==> src/rtl/inst_encoder.sv <==
// RV32I instruction assembler: packs decoded fields and a 32-bit immediate into an instruction word.
// Two-stage valid/ready pipeline; immediate range violations or a reserved format produce a NOP with out_err set.
module inst_encoder #(
   parameter int COUNT_W = 16
) (
   input  logic               clk,
   input  logic               reset,
   input  logic               flush,
   input  logic               in_valid,
   output logic               in_ready,
   input  logic [2:0]         in_fmt,
   input  logic [6:0]         in_opcode,
   input  logic [2:0]         in_funct3,
   input  logic [6:0]         in_funct7,
   input  logic [4:0]         in_rd,
   input  logic [4:0]         in_rs1,
   input  logic [4:0]         in_rs2,
   input  logic [31:0]        in_imm,
   output logic               out_valid,
   input  logic               out_ready,
   output logic [31:0]        out_inst,
   output logic               out_err,
   output logic [COUNT_W-1:0] enc_count,
   output logic [COUNT_W-1:0] err_count
);

   localparam logic [2:0]  FMT_R   = 3'd0;
   localparam logic [2:0]  FMT_I   = 3'd1;
   localparam logic [2:0]  FMT_ISH = 3'd2;
   localparam logic [2:0]  FMT_S   = 3'd3;
   localparam logic [2:0]  FMT_B   = 3'd4;
   localparam logic [2:0]  FMT_U   = 3'd5;
   localparam logic [2:0]  FMT_J   = 3'd6;
   localparam logic [31:0] NOP_INST = 32'h0000_0013;

   typedef struct packed {
      logic [2:0]  fmt;
      logic [6:0]  opcode;
      logic [2:0]  funct3;
      logic [6:0]  funct7;
      logic [4:0]  rd;
      logic [4:0]  rs1;
      logic [4:0]  rs2;
      logic [31:0] imm;
      logic        err;
   } req_t;

   logic               s1_valid_q, s1_valid_d;
   req_t               s1_req_q, s1_req_d;
   logic               s2_valid_q, s2_valid_d;
   logic [31:0]        out_inst_q, out_inst_d;
   logic               out_err_q, out_err_d;
   logic [COUNT_W-1:0] enc_count_q, enc_count_d;
   logic [COUNT_W-1:0] err_count_q, err_count_d;

   logic        s2_adv;
   logic        range_err;
   req_t        in_req;
   logic [31:0] enc_inst;

   assign s2_adv   = !s2_valid_q || out_ready;
   assign in_ready = !flush && (!s1_valid_q || s2_adv);

   // Upper immediate bits must be a pure sign extension of the slot's top bit.
   always_comb begin
      range_err = 1'b0;
      case (in_fmt)
         FMT_R:        range_err = 1'b0;
         FMT_I, FMT_S: range_err = !((&in_imm[31:11]) || !(|in_imm[31:11]));
         FMT_ISH:      range_err = |in_imm[31:5];
         FMT_B:        range_err = in_imm[0] || !((&in_imm[31:12]) || !(|in_imm[31:12]));
         FMT_U:        range_err = |in_imm[11:0];
         FMT_J:        range_err = in_imm[0] || !((&in_imm[31:20]) || !(|in_imm[31:20]));
         default:      range_err = 1'b1;
      endcase
   end

   always_comb begin
      in_req        = '0;
      in_req.fmt    = in_fmt;
      in_req.opcode = in_opcode;
      in_req.funct3 = in_funct3;
      in_req.funct7 = in_funct7;
      in_req.rd     = in_rd;
      in_req.rs1    = in_rs1;
      in_req.rs2    = in_rs2;
      in_req.imm    = in_imm;
      in_req.err    = range_err;
   end

   always_comb begin
      enc_inst = NOP_INST;
      case (s1_req_q.fmt)
         FMT_R:   enc_inst = {s1_req_q.funct7, s1_req_q.rs2, s1_req_q.rs1, s1_req_q.funct3,
                              s1_req_q.rd, s1_req_q.opcode};
         FMT_I:   enc_inst = {s1_req_q.imm[11:0], s1_req_q.rs1, s1_req_q.funct3,
                              s1_req_q.rd, s1_req_q.opcode};
         FMT_ISH: enc_inst = {s1_req_q.funct7, s1_req_q.imm[4:0], s1_req_q.rs1, s1_req_q.funct3,
                              s1_req_q.rd, s1_req_q.opcode};
         FMT_S:   enc_inst = {s1_req_q.imm[11:5], s1_req_q.rs2, s1_req_q.rs1, s1_req_q.funct3,
                              s1_req_q.imm[4:0], s1_req_q.opcode};
         FMT_B:   enc_inst = {s1_req_q.imm[12], s1_req_q.imm[10:5], s1_req_q.rs2, s1_req_q.rs1,
                              s1_req_q.funct3, s1_req_q.imm[4:1], s1_req_q.imm[11], s1_req_q.opcode};
         FMT_U:   enc_inst = {s1_req_q.imm[31:12], s1_req_q.rd, s1_req_q.opcode};
         FMT_J:   enc_inst = {s1_req_q.imm[20], s1_req_q.imm[10:1], s1_req_q.imm[11],
                              s1_req_q.imm[19:12], s1_req_q.rd, s1_req_q.opcode};
         default: enc_inst = NOP_INST;
      endcase
      if (s1_req_q.err) enc_inst = NOP_INST;
   end

   always_comb begin
      s1_valid_d  = s1_valid_q;
      s1_req_d    = s1_req_q;
      s2_valid_d  = s2_valid_q;
      out_inst_d  = out_inst_q;
      out_err_d   = out_err_q;
      enc_count_d = enc_count_q;
      err_count_d = err_count_q;

      if (flush) begin
         s1_valid_d = 1'b0;
         s2_valid_d = 1'b0;
      end else begin
         if (s2_adv) begin
            s2_valid_d = s1_valid_q;
            if (s1_valid_q) begin
               out_inst_d = enc_inst;
               out_err_d  = s1_req_q.err;
            end
         end
         if (in_ready) begin
            s1_valid_d = in_valid;
            if (in_valid) s1_req_d = in_req;
         end
      end

      // A word popped in the same cycle as a flush still counts as delivered.
      if (s2_valid_q && out_ready) begin
         enc_count_d = enc_count_q + COUNT_W'(1);
         if (out_err_q && !(&err_count_q)) err_count_d = err_count_q + COUNT_W'(1);
      end
   end

   always_ff @(posedge clk or posedge reset) begin
      if (reset) begin
         s1_valid_q  <= 1'b0;
         s1_req_q    <= '0;
         s2_valid_q  <= 1'b0;
         out_inst_q  <= '0;
         out_err_q   <= 1'b0;
         enc_count_q <= '0;
         err_count_q <= '0;
      end else begin
         s1_valid_q  <= s1_valid_d;
         s1_req_q    <= s1_req_d;
         s2_valid_q  <= s2_valid_d;
         out_inst_q  <= out_inst_d;
         out_err_q   <= out_err_d;
         enc_count_q <= enc_count_d;
         err_count_q <= err_count_d;
      end
   end

   assign out_valid = s2_valid_q;
   assign out_inst  = out_inst_q;
   assign out_err   = out_err_q;
   assign enc_count = enc_count_q;
   assign err_count = err_count_q;

endmodule

==> config.mk <==
export PLATFORM = sky130hd
export DESIGN_NAME = inst_encoder
export DESIGN_NICKNAME = d
export VERILOG_FILES = /design/src/rtl/inst_encoder.sv
export SDC_FILE = /design/constraint.sdc
export NUM_CORES = 1
export LEC_CHECK = 0
export ABC_CLOCK_PERIOD_IN_PS = 5600
export CAP_MARGIN = 10
export CORE_MARGIN = 2
export CORE_UTILIZATION = 45
export DETAILED_ROUTE_END_ITERATION = 12
export PLACE_DENSITY = 0.73
export SETUP_SLACK_MARGIN = 0.5
export SLEW_MARGIN = 20
export SYNTH_ARGS = -nofsm -noshare
export SYNTH_HDL_FRONTEND = slang
export SYNTH_SLANG_ARGS = --single-unit
==> constraint.sdc <==
create_clock -name clk -period 5.6 [get_ports clk]
set_clock_uncertainty 0.2 [all_clocks]
set_input_delay 0.56 -clock clk [delete_from_list [all_inputs] [get_ports clk]]
set_output_delay 0.56 -clock clk [all_outputs]
set_load 0.005 [all_outputs]
# After elaboration in Yosys (flattened, before gate mapping)
# Cells that the tools add are included.
# word_totals
reg_bits	135
word_cells	74
out_inout_bits	67
# op_classes
bitwise_logic	1
reduce_logical	37
muxes	7
add_sub_neg	2
eq_ne	12
# ops
operator	count
$pmux 32 s7	1
$add 16x1->16 const B	2
$mux 32	1
$reduce_or 27->1	1
$reduce_or 12->1	2
$reduce_and 21->1	1
$reduce_or 21->1	1
$reduce_and 20->1	1
$reduce_or 20->1	1
$eq 3x3->1 const B	6
$reduce_and 16->1	1
$eq 3x2->1 const B	4
$reduce_and 12->1	1
$logic_not 1->1	10
$logic_or 1x1->1	7
$eq 3x1->1 const B	2
$logic_not 3->1	2
$pmux 1 s6	1
$reduce_and 3->1	2
$mux 1	4
$reduce_bool 2->1	2
$logic_and 1x1->1	3
$reduce_and 2->1	1
$reduce_or 2->1	1
$not 1->1	1

# Logic depth before layout (Yosys ltp)
# Gate-level depths: netlist of the first run.
# depth
word_depth	6
ltp_mapped	7
mapped_depth_nobuf	6

# Worst setup path before layout of the first run
# Ideal clock, no wire load.
# synth_path
kind	input -> register
startpoint	input out_ready
endpoint	register out_inst_q[14] (netlist: out_inst[14])
slack_ns	3.537
cell_stages	7
required_time_ns	5.323
path_buffers	3
t_arrival_ns	1.786
setup_time_ns	0.077
cell_sequence	nor2b_4 or3b_1 clkbuf_1 or3_1 buf_2 buf_6 o21ai_1
# synth_via
elab_chain_len	2
# synth_lines
item	line_no	text
from (decl)	20	input logic out_ready,
$logic_or 1x1->1	61	assign s2_adv = !s2_valid_q || out_ready;
$reduce_and 3->1 (no source line)	-	
to (signal assigned)	158	out_inst_q <= out_inst_d;
to (decl)	51	logic [31:0] out_inst_q, out_inst_d;
# No other way between the ends.
# A chain may end at the register's enable or synchronous reset.

# Worst setup path in the final report of the first run
# layout_path
startpoint	register s1_req_q[67] (netlist bit)
endpoint	register out_inst_q[25] (netlist: out_inst[25])
# layout_via
elab_chain_len	3
elab_cells_between_ends	9
# layout_lines
item	line_no	text
from (decl)	49	req_t s1_req_q, s1_req_d;
from (signal assigned)	156	s1_req_q <= s1_req_d;
$eq 3x3->1 (tied with other cells)	93	case (s1_req_q.fmt)
$pmux 32 s7 (*)	93	
$mux 32 (*)	109	if (s1_req_q.err) enc_inst = NOP_INST;
# Mark *: on every way between the ends. The rest lies on a longest branch, timed or not.

==> out/metrics.cfg, run 1 <==
[outcome]
status = complete, no violations

[setup_path]
reg2reg_from = s1_req_q[67]
end_kind = register
cp-start-kind = register
r2r-end = out_inst[25]
critPathMaxFanout = 22
critPathRequiredTime_ns = 5.75
criticalPathCategory = register to register
r2r_cells = 5
crit_arrival_ns = 3.10
reg2reg_slack_ns = 2.65
setup.worst_path.end = out_inst[25]
cp-startpoint = s1_req_q[67]

[clock_network]
cts-resized-gates = 0
cts_buffer_depth = 2
numCtsBuffers = 17
cts_root_buf = clkbuf_16
cts_tree = done
post-cts-setup-buffer-count = 0
clock_sinks = 135
h-tree-depth = 4
clk_pin_slew_ns = 0.06
clk-insertion-delay-late_ns = 0.42
postCtsHoldBufs = 0

[placement]
placed_cell_area_um2 = 7690
port_buffers = 138
place_ws_ns = 2.19
place.gp.congestion = 0.849
dp_hpwl_um = 10700

[power]
p_comb_frac = 0.165
power_frac_clock = 0.423
p_switching_w = 0.000749
powerDensity_nw_per_um2 = 358
power.total_w = 0.00300
leakage_nw = 3.50
switching_share = 0.250
intPower_w = 0.00225
pwr-share-seq = 0.411
ir_drop_v = 0.000228

[grt]
grt_max_degree = 94
grt_overflow = 0
grt_pass1_vias = 4762
antenna_found_initial = 0
track_usage = 0.212
grt_pass1_wl_um = 24200

[routing]
totalWireLength_um = 14800
vias_per_cell = 5.56
drc = 0
dr_total_vias = 4680
drt_first_iter_violations = 299
wire_per_inst_um = 17.6
firstDrtPassIters = 4
antenna_left = 0

[floorplan]
row_count = 42
fp.dieH_um = 122
dieArea_um2 = 14800
initial_core_util = 0.466
top_level_ports = 139
dieWidth_um = 122
core_um2 = 13300

[timing]
period_share = 0.527
rsz0062_at_grt = false
max_slew_margin = 0.354
fmax_ghz = 0.339
final_max_slew_viol_count = 0
worst_pin_slew_ns = 0.969
tns_ns = 0
setup_ws_ns = 2.65
hold_viol = 0
period_needed_ns = 2.95
setup_viol_count_final = 0

[logic_synthesis]
yosys.area_share.simple = 0.120
synth_top_area_cell = dfrtp_1
synth_top_family_by_area = multiplexers
synth_compound_area_frac = 0.111
synth_cells = 522
syn_nets = 596
synth.area.top_cells = dfrtp_1 54%, mux2_2 13%, a22o_1 2.7%, xnor2_1 2.7%, mux2i_1 2.4%
synth_top_area_share = 0.543
synthFlopType = dfrtp_1
postSynthRegisterBits = 135
synthesis.area_um2 = 6220
ys_types = 55
ys_warn_count = 0
avgSynthCellArea_um2 = 11.9
muxShareOfSynthArea = 0.151
synthArstFlopShare = 1.00
ys_seq_area_frac = 0.543
synth_fa_ha_area_frac = 0.00403
synth_edf_count = 0
synth_xor_area_frac = 0.0437

[worst_hold_path]
min_from = enc_count[15]
min_path_cells = 1
hold_path_class = register to register

[finish]
final_nets = 726
synthToLayoutAreaGrowth_pct = 34.7
final_common_cell = clkdlybuf4s50_1
fin_util = 0.627
final_cell_mix = 138 x clkdlybuf4s50_1, 135 x dfrtp_1, 70 x mux2_2
final_area_um2 = 8380
antennaDiodeCount = 0
final_layout_size_suffix_gt1_frac = 0.185

[job]
maxCapViolCount = 0

synth_stat cells (8+ instances only):
cell and n:
nor2b_1 10, xnor2_1 19, clkbuf_1 15, dfrtp_1 135, a22oi_1 8, o21ai_0 11, mux2i_1 15, mux2_2 70
a22o_1 19, xor2_1 12, a221oi_1 13, nand3_1 9, nor2_1 27, nand2_1 37, nand4_1 13, a21oi_1 15
kinds of logic (layout without fill, tap and decap cells):
logic type      Yosys count  in the layout
mux                      85             85
simple gates            137            137
buf+inv                  37            180
xor+xnor                 31             31
compound gates           95             95
flops                   135            135
fa+ha+maj                 2              2
worst min path at each step:
| stage | to | slack (ns) |
|---|---|---|
| 3_5_place_dp | out_inst[31] | 0.27 |
| 6_report | enc_count[15] | 0.28 |
| 2_1_floorplan | out_inst[0] | 0.25 |
| 3_3_place_gp | enc_count[15] | 0.26 |
| 4_1_cts | out_inst[31] | 0.28 |
| 5_1_grt | enc_count[15] | 0.31 |
critical path, stage by stage, from the launching register on:
cell	delay [ns]
dfrtp_1	0.89
clkinv_1	0.71
nor2_1	0.57
a221oi_1	0.16
a21oi_1	0.20
a22o_1	0.16
power by group through the flow:
stage	Sequential (W)	Clock, W	Combinational, W
floorplan	0.00119	0	0.000300
global placement	0.00124	0	0.000477
detailed placement	0.00125	0	0.000497
CTS	0.00123	0.00129	0.000500
global route	0.00125	0.00134	0.000542
finish	0.00123	0.00127	0.000495
layer usage:
metal  up-vias  global-route usage  share of wire
met5         -                   0              0
met4         0              0.0524         0.0055
met3         8              0.0595          0.069
met2       164               0.341           0.48
met1      2343               0.286           0.44
li1       2165                   -              -
sequential cells by signal, summed over array words and instances, names as in the netlist:
signal	cells
enc_count	16
err_count	16
out_err	1
out_inst	32
out_valid	1
s1_req_q	68
s1_valid_q	1
stage by stage:
stage               hold slack [ns]  instances
floorplan                     0.254        522
global placement              0.262        809
detailed placement            0.269        809
CTS                           0.281        841
global route                  0.305        841
finish                        0.279        841
cell type report:
cell class / count / area [um^2]
fillers: 1060 / 4970
multi-input cells: 350 / 2670
flip-flops and latches: 135 / 3380
well taps: 176 / 220
inverters: 8 / 35.0
repair buffers: 140 / 1400
clock buffers: 19 / 453
clock inverters: 13 / 225
(Power assumes the default switching activity.)
==> inputs of run 2 (changes only) <==
ABC_CLOCK_PERIOD_IN_PS = 2700   (was 5600)
PLACE_DENSITY = 0.75   (was 0.73)
clock period = 2.7 ns   (was 5.6 ns; I/O delays follow)
==> out/metrics.cfg, run 2 (synthesis results as in run 1) <==
[outcome]
status = complete, no violations

[setup_path]
reg2reg_from = err_count[5]
cp-startpoint = out_valid
cp_cell_sequence = nor2b_4 -> a21oi_1 -> clkdlybuf4s50_1
critPathMaxFanout = 4  ; -82%
crit_path_max_incr_delay_ns = 0.53  ; -0.36 ns
cp-start-kind = register
crit_arrival_ns = 1.62  ; -1.48 ns
cp_slowest_cell = clkdlybuf4s50_1
critPathRequiredTime_ns = 2.23  ; -3.52 ns
criticalPathCategory = register to primary output
end_kind = primary output

[timing]
final_max_slew_viol_count = 0  ; unchanged
fmax_ghz = 0.478
max_slew_margin = 0.527  ; +0.173
hold_slack_ns = 0.229  ; -0.0506 ns
worst_pin_slew_ns = 0.709  ; -0.260 ns
period_share = 0.775
tns_ns = 0  ; unchanged
rsz0062_at_grt = false
hold_viol = 0  ; unchanged
setup_viol_count_final = 0  ; unchanged
period_needed_ns = 2.09

[finish]
antennaDiodeCount = 0  ; unchanged
final_nets = 736  ; +1.4%
synthToLayoutAreaGrowth_pct = 35.8
fin_util = 0.632  ; +0.00487
final_cell_mix = 138 x clkdlybuf4s50_1, 135 x dfrtp_1, 70 x mux2_2
nFillCells = 1030  ; -2.8%
regMostFlops = s1_req_q
final_common_cell = clkdlybuf4s50_1
final_area_um2 = 8440  ; +0.78%
largest_reg_flops = 68  ; unchanged
final_layout_size_suffix_gt1_frac = 0.197  ; +0.0121

[floorplan]
fp.dieH_um = 122  ; unchanged
core_um2 = 13300  ; unchanged
top_level_ports = 139  ; unchanged
row_count = 42  ; unchanged
initial_core_util = 0.466  ; unchanged
dieWidth_um = 122  ; unchanged
dieArea_um2 = 14800  ; unchanged

[grt]
track_usage = 0.218  ; +0.00637
grt_pass1_wl_um = 24800  ; +2.4%
grt_max_degree = 136  ; +45%
grt_overflow = 0  ; unchanged
antenna_found_initial = 0  ; unchanged
grt_pass1_vias = 4868  ; +2.2%

[clock_network]
postCtsHoldBufs = 0  ; unchanged
cts_root_buf = clkbuf_16
clk-insertion-delay-late_ns = 0.42  ; about the same
clk_pin_slew_ns = 0.06  ; about the same
h-tree-depth = 4  ; unchanged
cts-resized-gates = 0  ; unchanged
cts_tree = done
cts_buffer_depth = 2  ; unchanged
clock_sinks = 135  ; unchanged
post-cts-setup-buffer-count = 0  ; unchanged
numCtsBuffers = 17  ; unchanged

[power]
power_frac_clock = 0.404  ; -0.019
leakage_nw = 3.53  ; +0.92%
p_switching_w = 0.00155  ; +110%
ir_drop_v = 0.000433  ; +90%
p_comb_frac = 0.179  ; +0.014
switching_share = 0.256  ; +0.00636
intPower_w = 0.00450  ; +100%
pwr-share-seq = 0.417  ; +0.006
powerDensity_nw_per_um2 = 717  ; +100%

[placement]
dp_hpwl_um = 10800  ; +0.65%
place.gp.congestion = 0.861  ; +1.5%
placed_cell_area_um2 = 7800  ; +1.3%
port_buffers = 138  ; unchanged

[routing]
wire_per_inst_um = 17.8  ; +1.2%
dr_total_vias = 4805  ; +2.7%
vias_per_cell = 5.65  ; +1.5%
antenna_left = 0  ; unchanged
drt_first_iter_violations = 385  ; +29%
drc = 0  ; unchanged
totalWireLength_um = 15200  ; +2.4%
firstDrtPassIters = 5  ; +1

[worst_hold_path]
hold_path_class = primary input to async pin

[job]
maxCapViolCount = 0  ; unchanged

[run 2: power by group through the flow]
stage | registers, W | logic, W | clock network (W)
floorplan | 0.00248 | 0.000623 | 0
global placement | 0.00254 | 0.00104 | 0
detailed placement | 0.00256 | 0.00108 | 0
CTS | 0.00252 | 0.00109 | 0.00249
global route | 0.00256 | 0.00119 | 0.00258
finish | 0.00253 | 0.00108 | 0.00245
[run 2: worst paths after layout]
path                                 endpoint  slack [ns]  cells past startpoint
worst max-delay path                 in_ready        0.61                      3
worst min-delay path            enc_count[10]        0.23                      3
worst max register to register  err_count[13]        0.62                      5
worst min register to register  enc_count[15]        0.27                      1
max in group asynchronous        out_inst[19]        1.54                      3
min in group clk                   s1_valid_q        0.26                      3
[run 2: layout make-up]
type / instances / area [um^2] / share of cell area
well taps: 176 / 220 / 0.0261
flip-flops and latches: 135 / 3380 / 0.400
clock inverters: 11 / 173 / 0.0205
multi-input cells: 350 / 2680 / 0.317
repair buffers: 150 / 1500 / 0.177
inverters: 8 / 33.8 / 0.00400
clock buffers: 21 / 460 / 0.0546
[run 2: metrics by stage]
stage | power [W] | instances | setup WS, ns
finish | 0.00605 | 851 | 0.607
global route | 0.00634 | 851 | 0.504
CTS | 0.00610 | 851 | 0.530
detailed placement | 0.00363 | 819 | 0.197
global placement | 0.00358 | 819 | 0.247
floorplan | 0.00310 | 522 | 0.551
[run 2: worst max-delay path: cells and delay by family (launching register included)]
kind,cells,cell delay (ns)
buffers and inverters,1,0.53
flip-flops,1,0.40
AND/OR/NAND/NOR,1,0.14
AO/OA/AOI/OAI,1,0.14
[run 2: layer usage]
| metal | global-route usage | wire length, um | vias to the layer above |
|---|---|---|---|
| met1 | 0.281 | 6390 | 2412 |
| li1 | - | - | 2190 |
| met4 | 0.0776 | 232 | 0 |
| met5 | 0 | 0 | - |
| met2 | 0.356 | 7470 | 178 |
| met3 | 0.0609 | 1080 | 25 |
==> inputs of run 3 (changes only) <==
ABC_CLOCK_PERIOD_IN_PS = 1800   (was 2700)
clock period = 1.8 ns   (was 2.7 ns; I/O delays follow)
==> out/metrics.cfg, run 3 (synthesis results as in run 1) <==
[power]
powerDensity_nw_per_um2 = 931  ; +30%
power.total_w = 0.00992  ; +64%
ir_drop_v = 0.000636  ; +47%
leakage_nw = 5.27  ; +49%

[clock_network]
clk_pin_slew_ns = 0.06  ; about the same
h-tree-depth = 4  ; unchanged
cts_buffer_depth = 2  ; unchanged
numCtsBuffers = 17  ; unchanged
clk-insertion-delay-late_ns = 0.41  ; about the same
cts_tree = done
cts_root_buf = clkbuf_16
clock_sinks = 135  ; unchanged

[setup_path]
critPathMaxFanout = 7  ; +3
reg2reg_slack_ns = -0.18  ; -0.80 ns
crit_arrival_ns = 2.07  ; +0.45 ns
r2r_cells = 8  ; +3
reg2reg_from = out_valid
cp-startpoint = out_valid
cp-start-kind = register
criticalPathCategory = register to register
end_kind = register
r2r-end = s1_req_q[43]
critPathRequiredTime_ns = 1.90  ; -0.33 ns

[routing]
totalWireLength_um = 21200  ; +40%
drc = 0  ; unchanged
wire_per_inst_um = 20.5  ; +15%
vias_per_cell = 5.59  ; -1.0%
firstDrtPassIters = 5  ; unchanged
dr_total_vias = 5779  ; +20%
antenna_left = 0  ; unchanged
drt_first_iter_violations = 355  ; -7.8%

[job]
maxCapViolCount = 0  ; unchanged

[floorplan]
initial_core_util = 0.466  ; unchanged
core_um2 = 13300  ; unchanged
dieArea_um2 = 14800  ; unchanged
dieWidth_um = 122  ; unchanged
row_count = 42  ; unchanged
fp.dieH_um = 122  ; unchanged
top_level_ports = 139  ; unchanged

[grt]
antenna_found_initial = 0  ; unchanged
grt_overflow = 0  ; unchanged
grt_max_degree = 50  ; -63%
track_usage = 0.276  ; +0.0583
grt_pass1_vias = 5898  ; +21%
grt_pass1_wl_um = 31300  ; +26%

[finish]
nFillCells = 744  ; -28%
largest_reg_flops = 68  ; unchanged
final_cell_mix = 131 x dfrtp_1, 122 x buf_4, 73 x buf_6
regMostFlops = s1_req_q
antennaDiodeCount = 0  ; unchanged
final_common_cell = dfrtp_1
synthToLayoutAreaGrowth_pct = 71.4
fin_util = 0.798  ; +0.166
final_layout_size_suffix_gt1_frac = 0.507  ; +0.310
final_nets = 922  ; +25%

[timing]
tns_ns = -11.19  ; -11.19 ns
setup_ws_ns = -0.178  ; -0.785 ns
setup_viol_count_final = 124  ; +124
period_needed_ns = 1.98
final_max_slew_viol_count = 0  ; unchanged
period_share = 1.10
worst_pin_slew_ns = 0.511  ; -0.198 ns
rsz0062_at_grt = true
max_slew_margin = 0.654  ; +0.127
fmax_ghz = 0.506
hold_slack_ns = 0.0778  ; -0.151 ns
hold_viol = 0  ; unchanged

[placement]
place.gp.congestion = 0.881  ; +2.4%
port_buffers = 138  ; unchanged
dp_hpwl_um = 12200  ; +13%

[outcome]
violations = negative setup slack
status = complete, but fails checks

[worst_hold_path]
hold_path_class = primary input to async pin

==> run 3: how the worst max path moves through the flow <==
stage	slack [ns]	end
finish	-0.18	s1_req_q[43]
global placement	-0.40	err_count[14]
floorplan	-0.26	enc_count[0]
detailed placement	-0.47	err_count[7]
global route	-0.20	s1_req_q[54]
CTS	-0.11	err_count[13]
==> run 3: worst max-delay path: stages (launching register included) <==
cell	delay (ns)
dfrtp_1	0.41
buf_6	0.13
nand3b_1	0.14
nand3b_1	0.12
buf_6	0.17
buf_12	0.13
buf_16	0.13
buf_12	0.13
mux2_4	0.29
==> run 3: per-layer routing <==
layer | global-route usage | part of all wire
met2 | 0.473 | 0.52
met5 | 0 | 0
met1 | 0.356 | 0.40
met3 | 0.0571 | 0.053
met4 | 0.0855 | 0.019
==> run 3: area by class of cell <==
class	instances	area, um^2	share of cell area
multi-input cells	350	3300	0.310
clock buffers	27	543	0.0510
well taps	176	220	0.0207
clock inverters	2	35.0	0.00329
inverters	8	35.0	0.00329
repair buffers	336	3140	0.294
flip-flops and latches	135	3380	0.318
==> run 3: repair_timing <==
item,CTS,global route
hold endpoints to repair,5,0
setup endpoints to repair,199,198
hold buffers,1,0
buffers inserted,58,32
gates cloned,6,0
gates resized for setup,343,63
pin swaps,16,33
==> run 3: per-stage QoR <==
step                cells  setup WS [ns]  area, um^2
floorplan             522         -0.259        6690
global placement      908         -0.404        8900
detailed placement    908         -0.468        8900
CTS                  1002         -0.106       10200
global route         1034         -0.202       10700
finish               1034         -0.178       10700
==> run 3: power breakdown <==
group | leakage (nW) | switching [W] | internal, W
sequential | 1.68 | 0.000396 | 0.00342
combinational | 3.30 | 0.00109 | 0.00162
clock | 0.287 | 0.00123 | 0.00217
total | 5.27 | 0.00271 | 0.00721
